--- config.mk ---
export PLATFORM = sky130hd
export DESIGN_NAME = spi_master_v3_flat
export DESIGN_NICKNAME = d
export VERILOG_FILES = /design/src/rtl/spi_master_v3_if.sv /design/src/rtl/spi_master_v3.sv /design/src/flat_wrapper.sv
export SDC_FILE = /design/constraint.sdc
export NUM_CORES = 1
export LEC_CHECK = 0
export ABC_AREA = 1
export CAP_MARGIN = 25
export CORE_MARGIN = 4
export CORE_UTILIZATION = 25
export CTS_BUF_LIST = sky130_fd_sc_hd__clkbuf_2 sky130_fd_sc_hd__clkbuf_4 sky130_fd_sc_hd__clkbuf_8
export CTS_CLUSTER_DIAMETER = 150
export DETAILED_ROUTE_END_ITERATION = 10
export GPL_ROUTABILITY_DRIVEN = 0
export PLACE_DENSITY = 0.45
export SYNTH_ARGS = -nofsm -noshare
export SYNTH_HDL_FRONTEND = slang
export SYNTH_SLANG_ARGS = --single-unit
--- constraint.sdc ---
create_clock -name clk_i -period 2.3 [get_ports clk_i]
set_clock_uncertainty 0.2 [all_clocks]
set_input_delay 0.345 -clock clk_i [delete_from_list [all_inputs] [get_ports clk_i]]
set_output_delay 0.345 -clock clk_i [all_outputs]
set_load 0.02 [all_outputs]
--- src/rtl/spi_master_v3_if.sv ---
// spi_master_v3_if - local-side handshake and SPI bus bundle for spi_master_v3.
//   master modport : the SPI master block (drives tx_ready/rx/status and SPI pins)
//   slave modport  : the producer/consumer side plus the external MISO driver
// Widths follow the block parameters; instantiate with the same DATA_W/NUM_CS
// as the connected spi_master_v3.
interface spi_master_v3_if #(
  parameter int DATA_W = 16,
  parameter int NUM_CS = 1,
  parameter int CS_W   = (NUM_CS > 1) ? $clog2(NUM_CS) : 1,
  parameter int CNT_W  = $clog2(DATA_W + 1)
);
  logic [DATA_W-1:0] tx_data_i;
  logic              tx_valid_i;
  logic              tx_ready_o;
  logic [CS_W-1:0]   cs_sel_i;
  logic              cpol_i;
  logic              cpha_i;
  logic [DATA_W-1:0] rx_data_o;
  logic              rx_valid_o;
  logic              busy_o;
  logic [CNT_W-1:0]  bit_cnt_o;
  logic [NUM_CS-1:0] spi_cs_n_o;
  logic              spi_sclk_o;
  logic              spi_mosi_o;
  logic              spi_miso_i;

  modport master (
    input  tx_data_i, tx_valid_i, cs_sel_i, cpol_i, cpha_i, spi_miso_i,
    output tx_ready_o, rx_data_o, rx_valid_o, busy_o, bit_cnt_o,
           spi_cs_n_o, spi_sclk_o, spi_mosi_o
  );

  modport slave (
    output tx_data_i, tx_valid_i, cs_sel_i, cpol_i, cpha_i, spi_miso_i,
    input  tx_ready_o, rx_data_o, rx_valid_o, busy_o, bit_cnt_o,
           spi_cs_n_o, spi_sclk_o, spi_mosi_o
  );
endinterface

--- src/rtl/spi_master_v3.sv ---
// spi_master_v3 - parametrised SPI master (all CPOL/CPHA modes, MSB/LSB first,
// NUM_CS chip selects, MISO capture, valid/ready transmit handshake).
// Ports:
//   clk_i   : system clock
//   arst_ni : asynchronous active-low reset
//   bus     : spi_master_v3_if.master (tx handshake, rx result, status, SPI pins)
//
// state | meaning
// IDLE  | ready for a word, SCLK follows cpol_i
// SETUP | CS asserted, first bit on MOSI, SCLK at CPOL for one half-period
// XFER  | SCLK toggling; sample/drive per CPHA; last tick closes final half-period
// HOLD  | CS still low, lines stable
// GAP   | CS high, MOSI low, rx_data updated; minimum CS-high time
module spi_master_v3 #(
  parameter int DATA_W    = 16,
  parameter int CLK_DIV   = 2,
  parameter int NUM_CS    = 1,
  parameter bit LSB_FIRST = 1'b0,
  parameter int CS_W      = (NUM_CS > 1) ? $clog2(NUM_CS) : 1,
  parameter int CNT_W     = $clog2(DATA_W + 1)
) (
  input logic             clk_i,
  input logic             arst_ni,
  spi_master_v3_if.master bus
);
  localparam int DIV_W  = (CLK_DIV > 1) ? $clog2(CLK_DIV) : 1;
  localparam int EDGE_W = $clog2(2 * DATA_W + 1);
  localparam logic [DIV_W-1:0]  DIV_LAST  = DIV_W'(CLK_DIV - 1);
  localparam logic [EDGE_W-1:0] EDGE_LAST = EDGE_W'(2 * DATA_W);

  typedef enum logic [2:0] {IDLE, SETUP, XFER, HOLD, GAP} state_e;

  state_e            state_q, state_d;
  logic [DIV_W-1:0]  div_q;
  logic [EDGE_W-1:0] edge_q, edge_n;
  logic              tick, accept, sclk_edge, do_sample, do_drive;
  logic              cpol_q, cpha_q;
  logic [DATA_W-1:0] tx_sh_q, rx_sh_q, rx_data_q;
  logic [CNT_W-1:0]  bit_cnt_q;
  logic [NUM_CS-1:0] cs_n_q;
  logic              sclk_q, mosi_q, rx_valid_q;

  assign tick = (div_q == DIV_LAST);

  always_comb begin
    state_d   = state_q;
    accept    = 1'b0;
    sclk_edge = 1'b0;
    do_sample = 1'b0;
    do_drive  = 1'b0;
    edge_n    = edge_q + EDGE_W'(1);
    unique case (state_q)
      IDLE: begin
        if (bus.tx_valid_i) begin
          accept  = 1'b1;
          state_d = SETUP;
        end
      end
      SETUP: begin
        if (tick) begin
          sclk_edge = 1'b1;
          state_d   = XFER;
        end
      end
      XFER: begin
        // Edges 2..2*DATA_W toggle SCLK; the tick after the last edge only
        // closes the final half-period before HOLD.
        if (tick) begin
          if (edge_q == EDGE_LAST) state_d = HOLD;
          else                     sclk_edge = 1'b1;
        end
      end
      HOLD:    if (tick) state_d = GAP;
      GAP:     if (tick) state_d = IDLE;
      default: state_d = IDLE;
    endcase
    // Odd edge numbers are leading edges. CPHA=0 samples on leading, CPHA=1
    // on trailing; the other edge drives, except bit 0 (driven at accept) and
    // the final trailing edge (no bit left).
    if (sclk_edge) begin
      do_sample = edge_n[0] ^ cpha_q;
      do_drive  = !(edge_n[0] ^ cpha_q) && (edge_n != EDGE_W'(1)) && (edge_n != EDGE_LAST);
    end
  end

  always_ff @(posedge clk_i or negedge arst_ni) begin
    if (!arst_ni) begin
      state_q <= IDLE;
      div_q   <= '0;
    end else begin
      state_q <= state_d;
      if (state_d != state_q || tick || state_q == IDLE) div_q <= '0;
      else                                                div_q <= div_q + DIV_W'(1);
    end
  end

  always_ff @(posedge clk_i or negedge arst_ni) begin
    if (!arst_ni) begin
      edge_q     <= '0;
      cpol_q     <= 1'b0;
      cpha_q     <= 1'b0;
      tx_sh_q    <= '0;
      rx_sh_q    <= '0;
      rx_data_q  <= '0;
      bit_cnt_q  <= '0;
      cs_n_q     <= '1;
      sclk_q     <= 1'b0;
      mosi_q     <= 1'b0;
      rx_valid_q <= 1'b0;
    end else begin
      rx_valid_q <= 1'b0;
      if (state_q == IDLE) sclk_q <= bus.cpol_i;
      if (accept) begin
        tx_sh_q   <= bus.tx_data_i;
        rx_sh_q   <= '0;
        edge_q    <= '0;
        bit_cnt_q <= '0;
        cpol_q    <= bus.cpol_i;
        cpha_q    <= bus.cpha_i;
        mosi_q    <= LSB_FIRST ? bus.tx_data_i[0] : bus.tx_data_i[DATA_W-1];
        // An index beyond NUM_CS matches no line: the transfer runs with no CS.
        for (int i = 0; i < NUM_CS; i++) cs_n_q[i] <= (bus.cs_sel_i != CS_W'(i));
      end
      if (sclk_edge) begin
        sclk_q <= ~sclk_q;
        edge_q <= edge_n;
      end
      if (do_sample) begin
        if (LSB_FIRST) rx_sh_q <= {bus.spi_miso_i, rx_sh_q[DATA_W-1:1]};
        else           rx_sh_q <= {rx_sh_q[DATA_W-2:0], bus.spi_miso_i};
        bit_cnt_q <= bit_cnt_q + CNT_W'(1);
      end
      if (do_drive) begin
        if (LSB_FIRST) begin
          tx_sh_q <= tx_sh_q >> 1;
          mosi_q  <= tx_sh_q[1];
        end else begin
          tx_sh_q <= tx_sh_q << 1;
          mosi_q  <= tx_sh_q[DATA_W-2];
        end
      end
      if (state_q == HOLD && tick) begin
        cs_n_q     <= '1;
        mosi_q     <= 1'b0;
        rx_data_q  <= rx_sh_q;
        rx_valid_q <= 1'b1;
      end
    end
  end

  assign bus.tx_ready_o = (state_q == IDLE);
  assign bus.busy_o     = (state_q != IDLE);
  assign bus.rx_data_o  = rx_data_q;
  assign bus.rx_valid_o = rx_valid_q;
  assign bus.bit_cnt_o  = bit_cnt_q;
  assign bus.spi_cs_n_o = cs_n_q;
  assign bus.spi_sclk_o = sclk_q;
  assign bus.spi_mosi_o = mosi_q;
endmodule

--- src/flat_wrapper.sv ---
// flat-port wrapper written by rule: the top's interface ports become plain ports
module spi_master_v3_flat 
#(
  parameter int DATA_W    = 16,
  parameter int CLK_DIV   = 2,
  parameter int NUM_CS    = 1,
  parameter bit LSB_FIRST = 1'b0,
  parameter int CS_W      = (NUM_CS > 1) ? $clog2(NUM_CS) : 1,
  parameter int CNT_W     = $clog2(DATA_W + 1)
)
  (clk_i, arst_ni, bus_tx_data_i, bus_tx_valid_i, bus_cs_sel_i, bus_cpol_i, bus_cpha_i, bus_spi_miso_i, bus_tx_ready_o, bus_rx_data_o, bus_rx_valid_o, bus_busy_o, bus_bit_cnt_o, bus_spi_cs_n_o, bus_spi_sclk_o, bus_spi_mosi_o);
  spi_master_v3_if #(.DATA_W(DATA_W), .NUM_CS(NUM_CS), .CS_W(CS_W), .CNT_W(CNT_W)) bus_i ();
  input logic clk_i;
  input logic arst_ni;
  input wire logic [$bits(bus_i.tx_data_i)-1:0] bus_tx_data_i;
  input wire logic [$bits(bus_i.tx_valid_i)-1:0] bus_tx_valid_i;
  input wire logic [$bits(bus_i.cs_sel_i)-1:0] bus_cs_sel_i;
  input wire logic [$bits(bus_i.cpol_i)-1:0] bus_cpol_i;
  input wire logic [$bits(bus_i.cpha_i)-1:0] bus_cpha_i;
  input wire logic [$bits(bus_i.spi_miso_i)-1:0] bus_spi_miso_i;
  output wire logic [$bits(bus_i.tx_ready_o)-1:0] bus_tx_ready_o;
  output wire logic [$bits(bus_i.rx_data_o)-1:0] bus_rx_data_o;
  output wire logic [$bits(bus_i.rx_valid_o)-1:0] bus_rx_valid_o;
  output wire logic [$bits(bus_i.busy_o)-1:0] bus_busy_o;
  output wire logic [$bits(bus_i.bit_cnt_o)-1:0] bus_bit_cnt_o;
  output wire logic [$bits(bus_i.spi_cs_n_o)-1:0] bus_spi_cs_n_o;
  output wire logic [$bits(bus_i.spi_sclk_o)-1:0] bus_spi_sclk_o;
  output wire logic [$bits(bus_i.spi_mosi_o)-1:0] bus_spi_mosi_o;
  assign bus_i.tx_data_i = bus_tx_data_i;
  assign bus_i.tx_valid_i = bus_tx_valid_i;
  assign bus_i.cs_sel_i = bus_cs_sel_i;
  assign bus_i.cpol_i = bus_cpol_i;
  assign bus_i.cpha_i = bus_cpha_i;
  assign bus_i.spi_miso_i = bus_spi_miso_i;
  assign bus_tx_ready_o = bus_i.tx_ready_o;
  assign bus_rx_data_o = bus_i.rx_data_o;
  assign bus_rx_valid_o = bus_i.rx_valid_o;
  assign bus_busy_o = bus_i.busy_o;
  assign bus_bit_cnt_o = bus_i.bit_cnt_o;
  assign bus_spi_cs_n_o = bus_i.spi_cs_n_o;
  assign bus_spi_sclk_o = bus_i.spi_sclk_o;
  assign bus_spi_mosi_o = bus_i.spi_mosi_o;
  spi_master_v3 #(.DATA_W(DATA_W), .CLK_DIV(CLK_DIV), .NUM_CS(NUM_CS), .LSB_FIRST(LSB_FIRST), .CS_W(CS_W), .CNT_W(CNT_W)) u_core (.clk_i(clk_i), .arst_ni(arst_ni), .bus(bus_i));
endmodule
== Word level (Yosys, flattened, before mapping) ==
Index checks and enable logic that the tools add are counted.
Cells by class
  add/sub/neg operators: 3
  eq/ne operators: 8
  muxes and demuxes: 32
  bitwise logic cells: 2
  reductions and logical operators: 14
Operator list (count)
  16-bit 2-to-1 mux: 2
  15-bit 2-to-1 mux: 2
  3-bit 2-to-1 mux: 6
  1-bit 2-to-1 mux: 16
  3-bit one-hot mux with 5 select lines: 1
  6-bit 2-to-1 mux: 2
  5-bit 2-to-1 mux: 2
  2-bit nonzero test: 5
  6-bit by 1-bit adder with 6-bit output, second input constant: 1
  3-bit by 2-bit == test with 1-bit output, second input constant: 2
  6-bit == test, second input constant: 1
  6-bit by 1-bit != test with 1-bit output, second input constant: 1
  6-bit != test, second input constant: 1
  3-bit nonzero test: 2
  5-bit by 1-bit adder with 5-bit output, second input constant: 1
  3-bit by 1-bit == test with 1-bit output, second input constant: 1
  3-bit == test, second input constant: 1
  1-bit logical AND: 3
  3-bit zero test: 1
  3-bit != test: 1
  1-bit logical OR: 2
  1-bit one-hot mux with 2 select lines: 1
  1-bit adder, second input constant: 1
  1-bit zero test: 1
  2 further kinds: 2
Word-level totals
  flip-flop bits (word level): 67
  output and inout bits: 27
  word-level logic and storage cells: 71

== Logic depth before layout (Yosys ltp) ==
  depth in word-level cells: 8
  gate-level depth with buffers: 13
  mapped depth without buffers: 12

== Worst setup path before layout ==
No wires, ideal clock.
  path type: register -> register
  start: reg u_core.state_q[0]
  end: reg u_core.rx_sh_q[15]
  setup time: 125 ps
  arrival: 1589 ps
  required time: 1975 ps
  slack: 386 ps
  cell stages (with the launch flop): 10
  clock period less this slack: 1914 ps
  cells stage by stage: dfrtp_1 > nor2_2 > nand2_1 > inv_1 > nand2_4 > inv_2 > nor2_8 > inv_4 > buf_6 > o22ai_1
On the way
  elaborated cells on any way between the ends: 8
  those cells by class: 2 x eq/ne; 4 x mux; 2 x reduce/logical
RTL lines
  start: declaration: line spi_master_v3.sv:33  | state_e state_q, state_d;
  start signal: assignment: line spi_master_v3.sv:91  | state_q <= state_d;
  3-bit zero test
  net bus_tx_ready_o: line flat_wrapper.sv:21  | output wire logic [$bits(bus_i.tx_ready_o)-1:0] bus_tx_ready_o;
  1-bit 2-to-1 mux: line spi_master_v3.sv:52  | unique case (state_q)
  2-bit nonzero test (no line)
  end signal: assignment: line spi_master_v3.sv:129  | if (LSB_FIRST) rx_sh_q <= {bus.spi_miso_i, rx_sh_q[DATA_W-1:1]};
  end signal: assignment: line spi_master_v3.sv:130  | else rx_sh_q <= {rx_sh_q[DATA_W-2:0], bus.spi_miso_i};
  end: declaration: line spi_master_v3.sv:38  | logic [DATA_W-1:0] tx_sh_q, rx_sh_q, rx_data_q;
The timed path passes the listed nets, and every way through them passes these cells.
A chain may end at the register's enable or synchronous reset.

== Worst setup path in the final report ==
  start: reg u_core.state_q[0]
  end: out bus_busy_o
On the way
  word-level cells in the longest chain between the ends: 1
RTL lines
  3-bit nonzero test: line spi_master_v3.sv:152  | assign bus.busy_o = (state_q != IDLE);
  end: declaration: line flat_wrapper.sv:24  | output wire logic [$bits(bus_i.busy_o)-1:0] bus_busy_o;
Every way passes these cells.

==> metrics.cfg <==
[status]
outcome=finished clean

[critical_path]
worstPathArrival_ns=1.58
cp-start-kind=register
path_class=reg -> out
crit_slowest_cell=clkdlybuf4s50_1
path_cells=nor2_2 -> nand2_1 -> clkdlybuf4s50_1
cp.required_ns=1.75
path_buf_inv=1
cp_top_family=buffers and inverters
cp_slowest_stage_delay_ns=0.55
cp_max_fo=4
end_kind=primary output

[timing]
worst_slew_pin_slew_ns=0.468
fin_setup_tns_ns=0
clock.fmax_ghz=0.471
min_period_ns=2.12
relSlewSlack_pct=68.8
fin_hold_ws_ns=0.270
period_share_pct=92.3
fin_ws_ns=0.178
drv_slew=0
hold_viol_final=0
setup_violations=0
rsz0062_at_grt=no

[clocking]
clock_sinks=67
numCtsBuffers=9
clk_path_buf_depth=2
cts_root_buf=clkbuf_8
post_cts_buffers=0
cts_tree=yes
clk_latency_ns=0.35
clkTransAtPathRegs_ns=0.08
cts-htree-levels=3

[cells_and_area]
drive_gt1_share_pct=18.2
multiInputGateArea_sq_mm=0.00119
final_area_sq_mm=0.00411
diodes=0
layout_commonest_cell=nand2_1
syn2layout_area_growth_pct=29.4
n_fill_cell=1322
final_cell_mix=81 x nand2_1, 64 x dfrtp_1, 51 x inv_1, 47 x clkdlybuf4s50_1, 31 x o21ai_0
fin_nets=436
regArea_sq_mm=0.00168

[synthesis]
netlist_area_sq_mm=0.00317
synth_warnings=0
ys_seq_area_share_pct=52.9
synthCells=350
synth_area_leaders=dfrtp_1 52%, nand2_1 9.6%, inv_1 6.0%, o21ai_0 4.9%, nand2_2 4.7%
synth_nets=378
synth_area_leader_cell=dfrtp_1
ys_ff_latch=67
postSynthAreaPerCell_sq_um=9.07
synth_cell_types=37
netlist.area_leader.share_pct=52.0

[floorplan]
rows=40
initial_core_util_pct=26.0
die_area_sq_mm=0.0146
die_w_microns=121
coreArea_sq_mm=0.0122
die_h_microns=121
io_pins=50

[power]
clkPwrFrac_pct=48.7
p_int_uw=1970
switching_share_pct=20.8
combinationalPowerShare_pct=3.4
power_density_mw_per_mm2=605
p_sw_uw=518
ir_worst_vdd_v=0.000256
power_frac_seq_pct=47.9
p_leak_uw=0.00206

[worst_hold_path]
hp-class=reg -> reg

[routing]
vias=2391
vias_per_cell=4.12
ant_nets=0
drt_iter0_markers=140
drc=0
wl_microns=6980
wire_per_inst_microns=12.0
first_pass_iters=4

[job]
maxCapViolations=0

[place]
pre_cts_ws_ns=0.193
place.port_buffers=49
placed_area_sq_mm=0.00385
hpwl_microns=4950

[global_routing]
grt_antenna_before_repair=0
grt_usage_pct=10.4
grt_pass1_wl_microns=12000
grt_max_degree=33
grt-ovfl-total=0
grt_pass1_vias=2433

## metrics by stage
stage | total power (uW) | util (%) | instances
2_1_floorplan | 1230 | - | 350
3_3_place_gp | 1300 | 31.6 | 564
3_5_place_dp | 1300 | 31.6 | 564
4_1_cts | 2540 | 33.6 | 581
5_1_grt | 2590 | 33.6 | 581
6_report | 2490 | 33.6 | 581
## routing by layer
metal / vias to the layer above / GRT usage (%) / share of wire, %
met1: 1115 / 13.2 / 47
met5: - / 0 / 0
met4: 0 / 3.26 / 1.4
met3: 11 / 3.65 / 4.6
li1: 1218 / - / -
met2: 47 / 16.8 / 47
## cells in the mapped netlist (all sizes together)
library cell and instances:
a21oi 1, a22o 1, buf 7, clkbuf 3
clkinv 1, dfrtp 66, dfstp 1, ha 5
inv 57, nand2 109, nand3 27, nand4 3
nor2 11, nor3 2, o21ai 33, o21bai 1
o22ai 17, o31ai 1, or2 1, xnor2 2
xor2 1
## cells by family after synthesis
kind of cell | synth area share, %
AOI/OAI and AO/OA | 10.5
xor gates and xnor gates | 0.828
adders and majority gates | 1.97
buffers and inverters | 9.58
DFF | 52.9
and+or+nand+nor | 24.2
## sequential cells by signal, summed over array words and instances, names as in the netlist
register,cells
u_core.div_q,1
u_core.bus.bit_cnt_o,5
u_core.rx_sh_q,16
u_core.edge_q,6
u_core.bus.rx_valid_o,1
u_core.state_q,3
u_core.tx_sh_q,15
u_core.cpha_q,1
u_core.bus.rx_data_o,16
u_core.bus.spi_sclk_o,1
u_core.bus.spi_mosi_o,1
u_core.bus.spi_cs_n_o,1
## worst reg2reg max path, delay by kind of cell, from the launching register on
| family | cells | cell delay [ns] |
|---|---|---|
| and+or+nand+nor | 9 | 0.86 |
| DFF | 1 | 0.46 |
| adders and majority gates | 1 | 0.26 |
| buffers and inverters | 2 | 0.22 |
## power groups by stage
stage,Combinational (uW),Clock [uW],Sequential (uW)
6_report,85.4,1210,1190
3_3_place_gp,87.1,0,1210
5_1_grt,97.1,1310,1190
2_1_floorplan,13.5,0,1210
3_5_place_dp,88.2,0,1210
4_1_cts,90.0,1260,1190
## worst paths after layout
path                       slack, ns  depth (start not counted)              start                 endpoint
min                             0.27                          1       u_core.div_q             u_core.div_q
min reg2reg                     0.27                          1       u_core.div_q             u_core.div_q
max                             0.18                          3  u_core.state_q[0]               bus_busy_o
max reg2reg                     0.23                         12   u_core.edge_q[0]        u_core.tx_sh_q[2]
max in group asynchronous       1.06                          3            arst_ni        u_core.tx_sh_q[4]
min in group asynchronous       0.29                          2            arst_ni  u_core.bus.bit_cnt_o[3]
## timing repair
action | in CTS | in global routing
endpoints found under the hold margin | 14 | 0
gates resized for setup | 1 | 2
endpoints found under the setup margin | 1 | 13
hold buffers | 1 | 0
pin swaps | 0 | 0
## area by class of cell
class                           count  area share, %
Multi-Input combinational cell    215           29.0
Inverter                           58           5.42
Clock inverter                      6           2.74
Sequential cell                    67           40.9
Tap cell                          168           5.12
Clock buffer                       10           3.20
Timing Repair Buffer               57           13.6
(Power assumes the default switching activity.)
